<file path="src/rtl/tbird_seq_pkg.sv">
// rtl/tbird_seq_pkg.sv - shared types and helpers for the tail-light sequencer
package tbird_pkg;

  // Controller modes; LEFT/RIGHT/HAZ are the "active" ones.
  typedef enum logic [2:0] {
    IDLE  = 3'd0,
    LEFT  = 3'd1,
    RIGHT = 3'd2,
    HAZ   = 3'd3,
    REST  = 3'd4
  } tbird_state_e;

  // Counter width that never collapses to zero bits for a count of one.
  function automatic int clog2_min1(input int value);
    return (value <= 1) ? 1 : $clog2(value);
  endfunction

endpackage

</file>
<file path="src/rtl/tbird_seq_if.sv">
// rtl/tbird_seq_if.sv - driver requests in, lamp drive out
interface tbird_seq_if #(
  parameter int LAMPS = 3
);
  logic             left;
  logic             right;
  logic             hazard;
  logic             brake;
  logic [LAMPS-1:0] left_lamps;
  logic [LAMPS-1:0] right_lamps;
  logic             active;

  // Input synchroniser side: drives requests, observes lamps.
  modport master (
    output left, right, hazard, brake,
    input  left_lamps, right_lamps, active
  );

  // Sequencer side.
  modport slave (
    input  left, right, hazard, brake,
    output left_lamps, right_lamps, active
  );
endinterface

</file>
<file path="src/rtl/tbird_seq_prescaler.sv">
// rtl/tbird_seq_prescaler.sv - step-rate divider producing one tick per animation step
module tbird_prescaler
  import tbird_pkg::*;
#(
  parameter int STEP_CYCLES = 1
) (
  input  logic clk,
  input  logic reset_n,
  input  logic clr,
  output logic tick
);

  localparam int            CW   = clog2_min1(STEP_CYCLES);
  localparam logic [CW-1:0] LAST = CW'(STEP_CYCLES - 1);

  logic [CW-1:0] cnt_q;
  logic [CW-1:0] cnt_d;

  // Tick is the last count of a step, so the next step starts from zero.
  assign tick = (cnt_q == LAST);

  // Next count: clear wins, otherwise wrap on tick or increment.
  always_comb begin
    cnt_d = cnt_q;
    if (clr || tick) begin
      cnt_d = '0;
    end else begin
      cnt_d = cnt_q + 1'b1;
    end
  end

  // Count register.
  always_ff @(posedge clk or negedge reset_n) begin
    if (!reset_n) begin
      cnt_q <= '0;
    end else begin
      cnt_q <= cnt_d;
    end
  end

endmodule

</file>
<file path="src/rtl/tbird_seq.sv">
// rtl/tbird_seq.sv - parametrised tail-light sequencer: turn, hazard, brake
module tbird_seq
  import tbird_pkg::*;
#(
  parameter int LAMPS       = 3,
  parameter int STEP_CYCLES = 1
) (
  input  logic        clk,
  input  logic        reset_n,
  tbird_seq_if.slave  bus
);

  localparam int            PW     = $clog2(LAMPS + 1);
  localparam logic [PW-1:0] P_LAST = PW'(LAMPS);
  localparam logic [PW-1:0] P_ONE  = PW'(1);

  tbird_state_e     state_q, state_d;
  logic [PW-1:0]    p_q, p_d;
  logic [LAMPS-1:0] left_lamps_q, left_lamps_d;
  logic [LAMPS-1:0] right_lamps_q, right_lamps_d;
  logic             active_q, active_d;

  logic tick;
  logic clr;
  logic preempt;
  logic animating;

  // Lamp i lit iff i < p: the turn animation grows outward from lamp 0.
  function automatic logic [LAMPS-1:0] therm(input logic [PW-1:0] p);
    logic [LAMPS-1:0] m;
    m = '0;
    for (int i = 0; i < LAMPS; i++) begin
      m[i] = (PW'(i) < p);
    end
    return m;
  endfunction

  assign preempt   = bus.hazard || (bus.left && bus.right);
  assign animating = (state_q == LEFT) || (state_q == RIGHT);

  // Prescaler sits at zero in IDLE so the first phase gets a full step,
  // and restarts when hazard cuts into a turn.
  assign clr = (state_q == IDLE) || (animating && preempt);

  tbird_prescaler #(
    .STEP_CYCLES (STEP_CYCLES)
  ) u_prescaler (
    .clk     (clk),
    .reset_n (reset_n),
    .clr     (clr),
    .tick    (tick)
  );

  // Next state and phase.
  always_comb begin
    state_d = state_q;
    p_d     = p_q;
    unique case (state_q)
      IDLE: begin
        if (preempt) begin
          state_d = HAZ;
          p_d     = P_ONE;
        end else if (bus.left) begin
          state_d = LEFT;
          p_d     = P_ONE;
        end else if (bus.right) begin
          state_d = RIGHT;
          p_d     = P_ONE;
        end
      end
      LEFT, RIGHT: begin
        if (preempt) begin
          state_d = HAZ;
          p_d     = P_ONE;
        end else if (tick) begin
          if (p_q < P_LAST) begin
            p_d = p_q + 1'b1;
          end else begin
            state_d = REST;
            p_d     = '0;
          end
        end
      end
      HAZ: begin
        if (tick) begin
          state_d = REST;
          p_d     = '0;
        end
      end
      REST: begin
        if (tick) begin
          state_d = IDLE;
          p_d     = '0;
        end
      end
      default: begin
        state_d = IDLE;
        p_d     = '0;
      end
    endcase
  end

  // Lamp decode from the next state; brake lights any side not animating.
  always_comb begin
    left_lamps_d  = '0;
    right_lamps_d = '0;
    active_d      = 1'b0;
    unique case (state_d)
      LEFT: begin
        left_lamps_d  = therm(p_d);
        right_lamps_d = bus.brake ? '1 : '0;
        active_d      = 1'b1;
      end
      RIGHT: begin
        left_lamps_d  = bus.brake ? '1 : '0;
        right_lamps_d = therm(p_d);
        active_d      = 1'b1;
      end
      HAZ: begin
        left_lamps_d  = '1;
        right_lamps_d = '1;
        active_d      = 1'b1;
      end
      default: begin
        left_lamps_d  = bus.brake ? '1 : '0;
        right_lamps_d = bus.brake ? '1 : '0;
      end
    endcase
  end

  // FSM, phase counter and registered outputs.
  always_ff @(posedge clk or negedge reset_n) begin
    if (!reset_n) begin
      state_q       <= IDLE;
      p_q           <= '0;
      left_lamps_q  <= '0;
      right_lamps_q <= '0;
      active_q      <= 1'b0;
    end else begin
      state_q       <= state_d;
      p_q           <= p_d;
      left_lamps_q  <= left_lamps_d;
      right_lamps_q <= right_lamps_d;
      active_q      <= active_d;
    end
  end

  assign bus.left_lamps  = left_lamps_q;
  assign bus.right_lamps = right_lamps_q;
  assign bus.active      = active_q;

endmodule
</file>
<file path="src/flat_wrapper.sv">
// flat-port wrapper written by rule: the top's interface ports become plain ports
module tbird_seq_flat import tbird_pkg::*;
#(
  parameter int LAMPS       = 3,
  parameter int STEP_CYCLES = 1
)
  (clk, reset_n, bus_left, bus_right, bus_hazard, bus_brake, bus_left_lamps, bus_right_lamps, bus_active);
  tbird_seq_if #(.LAMPS(LAMPS)) bus_i ();
  input  logic clk;
  input  logic reset_n;
  input wire logic [$bits(bus_i.left)-1:0] bus_left;
  input wire logic [$bits(bus_i.right)-1:0] bus_right;
  input wire logic [$bits(bus_i.hazard)-1:0] bus_hazard;
  input wire logic [$bits(bus_i.brake)-1:0] bus_brake;
  output wire logic [$bits(bus_i.left_lamps)-1:0] bus_left_lamps;
  output wire logic [$bits(bus_i.right_lamps)-1:0] bus_right_lamps;
  output wire logic [$bits(bus_i.active)-1:0] bus_active;
  assign bus_i.left = bus_left;
  assign bus_i.right = bus_right;
  assign bus_i.hazard = bus_hazard;
  assign bus_i.brake = bus_brake;
  assign bus_left_lamps = bus_i.left_lamps;
  assign bus_right_lamps = bus_i.right_lamps;
  assign bus_active = bus_i.active;
  tbird_seq #(.LAMPS(LAMPS), .STEP_CYCLES(STEP_CYCLES)) u_core (.clk(clk), .reset_n(reset_n), .bus(bus_i));
endmodule
</file>
<file path="config.mk">
export PLATFORM = sky130hd
export DESIGN_NAME = tbird_seq_flat
export DESIGN_NICKNAME = d
export VERILOG_FILES = /design/src/rtl/tbird_seq_pkg.sv /design/src/rtl/tbird_seq_if.sv /design/src/rtl/tbird_seq_prescaler.sv /design/src/rtl/tbird_seq.sv /design/src/flat_wrapper.sv
export SDC_FILE = /design/constraint.sdc
export NUM_CORES = 1
export LEC_CHECK = 0
export CAP_MARGIN = 20
export CORE_UTILIZATION = 45
export DETAILED_ROUTE_END_ITERATION = 10
export PLACE_DENSITY = 0.7
export SETUP_SLACK_MARGIN = 0.3
export SYNTH_ARGS = -nofsm -noshare
export SYNTH_HDL_FRONTEND = slang
export SYNTH_HIERARCHICAL = 1
export SYNTH_SLANG_ARGS = --single-unit
</file>
<file path="constraint.sdc">
create_clock -name clk -period 5.05 [get_ports clk]
set_clock_uncertainty 0.05 [all_clocks]
set_input_delay 1.01 -clock clk [delete_from_list [all_inputs] [get_ports clk]]
set_output_delay 1.01 -clock clk [all_outputs]
set_load 0.05 [all_outputs]
</file>
Word level (Yosys, flattened, before mapping)
Index checks and enable logic that the tools add are counted.
- flip-flop bits (word level): 13
- logic and storage cells: 52
- output and inout port bits: 7
- order comparisons: 4
- reductions and logical operators: 10
- bitwise gates (word level): 1
- eq/ne operators: 7
- add/sub/neg operators: 2
- multiplexer cells: 22
- operator list (kind ; count):
    3-bit 2-to-1 mux ; 9
    2-bit 2-to-1 mux ; 7
    3-bit by 2-bit equality test with 1-bit output, second input constant ; 4
    3-bit one-hot mux with 2 select lines ; 2
    3-bit one-hot mux with 4 select lines ; 1
    3-bit by 1-bit equality test with 1-bit output, second input constant ; 2
    2-bit one-hot mux with 3 select lines ; 1
    1-bit logical OR ; 4
    1-bit by 2-bit < comparator with 1-bit output, first input constant ; 2
    2-bit OR reduction ; 2
    3-bit equality test, second input constant ; 1
    3-bit zero test ; 1
    3-bit OR reduction ; 1
    2-bit by 1-bit adder with 2-bit output, second input constant ; 1
    1-bit logical AND ; 2
    2-bit < comparator, first input constant ; 1
    2-bit < comparator, second input constant ; 1
    1-bit 2-to-1 mux ; 2
    1-bit adder, second input constant ; 1
    1-bit NOT ; 1

Logic depth before layout (Yosys ltp)
- word-level depth: 8
- depth in mapped cells: 8
- mapped depth without buffers: 7

Hierarchy
Netlist, hierarchy kept.
- modules (own cells, without submodules) (module ; instances ; sequential area each (sq um) ; area each (sq um) ; cells each):
    tbird_seq ; 1 ; 300.3 ; 723.2 ; 73
    tbird_prescaler ; 1 ; 25.0 ; 32.5 ; 3

Least setup slack after synthesis
Ideal clock, no wire load.
- path kind: input to register
- start: input bus_right
- end: register u_core.left_lamps_q[0], in the netlist u_core/bus.left_lamps[0]
- setup slack: 2.939 ns
- data arrival time: 1.972 ns
- stages: 4
- setup time: 0.088 ns
- cell sequence: or4b_1 nor3_2 nor3_2 a41oi_1
- word-level cells in the longest chain between the ends: 6
- elaborated cells between the ends (all ways): 16
- those cells by class: order compare: 1; eq/ne: 2; mux: 11; reduce/logical: 2
- ends and longest elaborated chain (element ; line ; source):
    start, declared ; flat_wrapper.sv:12 ; input wire logic [$bits(bus_i.right)-1:0] bus_right;
    2-bit 2-to-1 mux, or another cell as far along ; tbird_seq.sv:66 ; end else if (bus.right) begin
    2-bit 2-to-1 mux, or another cell as far along ; tbird_seq.sv:63 ; end else if (bus.left) begin
    2-bit 2-to-1 mux, or another cell as far along ; tbird_seq.sv:60 ; if (preempt) begin
    2-bit one-hot mux with 3 select lines or 3-bit one-hot mux with 4 select lines (tied branches) ; tbird_seq.sv:58 ; unique case (state_q)
    1-bit by 2-bit < comparator with 1-bit output, or another cell as far along ; tbird_seq.sv:33 ; m[i] = (PW'(i) < p);
    3-bit one-hot mux with 2 select lines (*) ; tbird_seq.sv:108 ; unique case (state_d)
    named net u_core.left_lamps_d[0] ; tbird_seq.sv:19 ; logic [LAMPS-1:0] left_lamps_q, left_lamps_d;
    end signal, assigned ; tbird_seq.sv:142 ; left_lamps_q <= left_lamps_d;
    end, declared ; tbird_seq.sv:19 ;
The timed path passes the listed nets; every way through them passes the cells marked *.

Final worst setup path
- start: register u_core.right_lamps_q[0], in the netlist u_core/bus.right_lamps[0]
- end: output bus_right_lamps[0]
- RTL lines (element ; line ; source):
    start, declared ; tbird_seq.sv:20 ; logic [LAMPS-1:0] right_lamps_q, right_lamps_d;
    start signal, assigned ; tbird_seq.sv:143 ; right_lamps_q <= right_lamps_d;
    end, declared ; flat_wrapper.sv:16 ; output wire logic [$bits(bus_i.right_lamps)-1:0] bus_right_lamps;
No word-level cell between the ends.

==> flow_summary.ini <==
[floorplanning]
die-width_um = 42.7
die_h_um = 42.7
start_util_pct = 49.0
num_rows = 14
coreArea_um2 = 1520
die_area_um2 = 1830
ioPinCount = 13

[timing]
final_min_period_over_clock_period_pct = 48.9
fmax_mhz = 405
fin_ws_ps = 2580
setup_tns_ps = 0
finalCriticalPeriod_ps = 2470
finalHoldViolations = 0
rsz0062_at_grt = no
relSlewSlack_pct = 62.8
setup_viol = 0
finalMaxSlewViolations = 0
worst_slew_pin_slew_ps = 557
whs_ps = 651

[cts]
root_buffer = clkbuf_4
post-cts-setup-buffers = 0
cts.clk_slew.worst_paths_ps = 80
numCtsBuffers = 3
cts.sinks = 13
clock_latency_ps = 280
cts_tree = built
holdBufCountCts = 0
cts_max_path_buffers = 2
cts.htree.levels = 1
ctsResizeCount = 0

[place]
port_buffers = 12
gp_congestion = 0.765
dpl-instance-area_um2 = 858
pre_cts_ws_ps = 2370
place_hpwl_mm = 1.10

[finish]
final_layout_size_suffix_gt1_share_pct = 9.41
area_growth_pct = 18.4
regArea_um2 = 325
antenna_cells = 0
multi_input_area_um2 = 363
fill_cells = 143
nets = 94
final_area_um2 = 885
final_util_pct = 58.0

[worst_setup_path]
cp.arrival_ps = 1410
worstPathBufferInverterCount = 1
reg2reg_to = u_core/bus.left_lamps[2]$_DFF_PN0_
critPathMaxFanout = 1
cp_num_cells = 1
worst-r2r-cell-count = 4
crit_type = reg -> out
worstPathCellList = clkdlybuf4s50_1
critPathCaptureType = output pin
required_ps = 3990
worst_setup_path_start_kind = flop
r2r_slack_ps = 3170
r2r_start = u_core/state_q[1]$_DFF_PN0_
critPathTopFamily = buffers and inverters
max_stage_delay_ps = 800
slowest_stage = clkdlybuf4s50_1

[grt]
grt_pass1_vias = 591
grt_pass1_wl_mm = 2.57
antenna_found_initial = 0
grt_max_degree = 15
overflow = 0
grt_usage_pct = 19.2

[min_path]
hold_path_end = u_core/state_q[2]$_DFF_PN0_
hold_depth = 2
worstHoldStart = u_core/u_prescaler/cnt_q$_DFF_PN0_
worstHoldPathType = reg -> reg

[detailed_routing]
ant_nets = 0
vias_per_cell = 6.08
num_vias = 614
drc = 0
routed_wl_mm = 1.52
first_iter_violations = 11
wl_per_cell_um = 15.0
firstDrtPassIters = 4

[synthesis]
yosysWarnings = 6
synth_fp_nets = 82
avgSynthCellArea_um2 = 10.1
syn_inst = 74
netlist_area_um2 = 747

[status]
outcome = completed

[run]
drv_cap = 0

[power_and_ir_drop]
powerDensity_nw_per_um2 = 754
peakVddDrop_mv = 0.489
leakage_nw = 0.382
## worst min-delay path, cell delays in order, from the launching register on
cell and delay (ps):
dfrtp_1 330, inv_1 110, a31o_1 230
## per-layer routing
layer	wire [um]	global-route usage (%)
met2	740	31.5
met5	0	0
met4	22	6.25
met3	92	7.23
met1	658	22.9
## report_power, final
group          internal (mW)  switching, mW  total (mW)
sequential             0.154         0.0492       0.203
combinational          0.155          0.246       0.400
clock                 0.0307         0.0332      0.0639
total                  0.339          0.328       0.667
## per-stage QoR
stage	total power, mW	instances
finish	0.667	101
global route	0.713	101
CTS	0.671	101
global placement	0.600	97
floorplan	0.505	74
detailed placement	0.603	97
## state kept, by name, indices dropped and copies added (netlist names)
signal                    flops
u_core/bus.left_lamps         3
u_core/bus.active             1
u_core/state_q                3
u_core/u_prescaler/cnt_q      1
u_core/bus.right_lamps        3
u_core/p_q                    2
## worst max path at each step
| stage | from | to | slack (ps) |
|---|---|---|---|
| after floorplan | bus_right | u_core/bus.left_lamps[0]$_DFF_PN0_ | 2940 |
| after global placement | bus_right | u_core/bus.right_lamps[0]$_DFF_PN0_ | 2360 |
| after detailed placement | bus_right | u_core/bus.left_lamps[2]$_DFF_PN0_ | 2370 |
| after CTS | u_core/bus.right_lamps[0]$_DFF_PN0_ | bus_right_lamps[0] | 2570 |
| after global routing | bus_right | u_core/bus.right_lamps[0]$_DFF_PN0_ | 2520 |
| final | u_core/bus.right_lamps[0]$_DFF_PN0_ | bus_right_lamps[0] | 2580 |
## placed cells by master, fill, tap and decap left out
master,count
maj3_1,1
nand4b_1,1
or4b_1,1
ha_1,2
nor3_2,2
a41oi_1,2
or2_1,1
nor2_1,3
a221oi_1,1
a31oi_1,4
o221a_1,1
clkbuf_1,1
nand2b_1,2
nand4bb_1,1
clkdlybuf4s50_1,12
nor4_1,2
o221a_2,1
xnor2_1,1
nand2_1,3
and2_1,1
nor3b_1,1
o211a_1,1
mux2i_1,1
o22a_1,4
inv_2,2
a21oi_1,3
o32ai_1,1
o311ai_1,1
a31o_1,1
conb_1,1
dfrtp_1,13
or2_0,1
nor3_1,1
a21o_1,1
and3b_1,1
clkbuf_4,3
inv_1,6
## area by class of cell
type | count | area share, %
well taps | 16 | 2.26
multi-input cells | 48 | 41.0
flip-flops and latches | 13 | 36.8
repair buffers | 12 | 13.6
clock buffers | 4 | 2.97
inverters | 8 | 3.39
No activity file was read; power rests on OpenSTA's default activity.
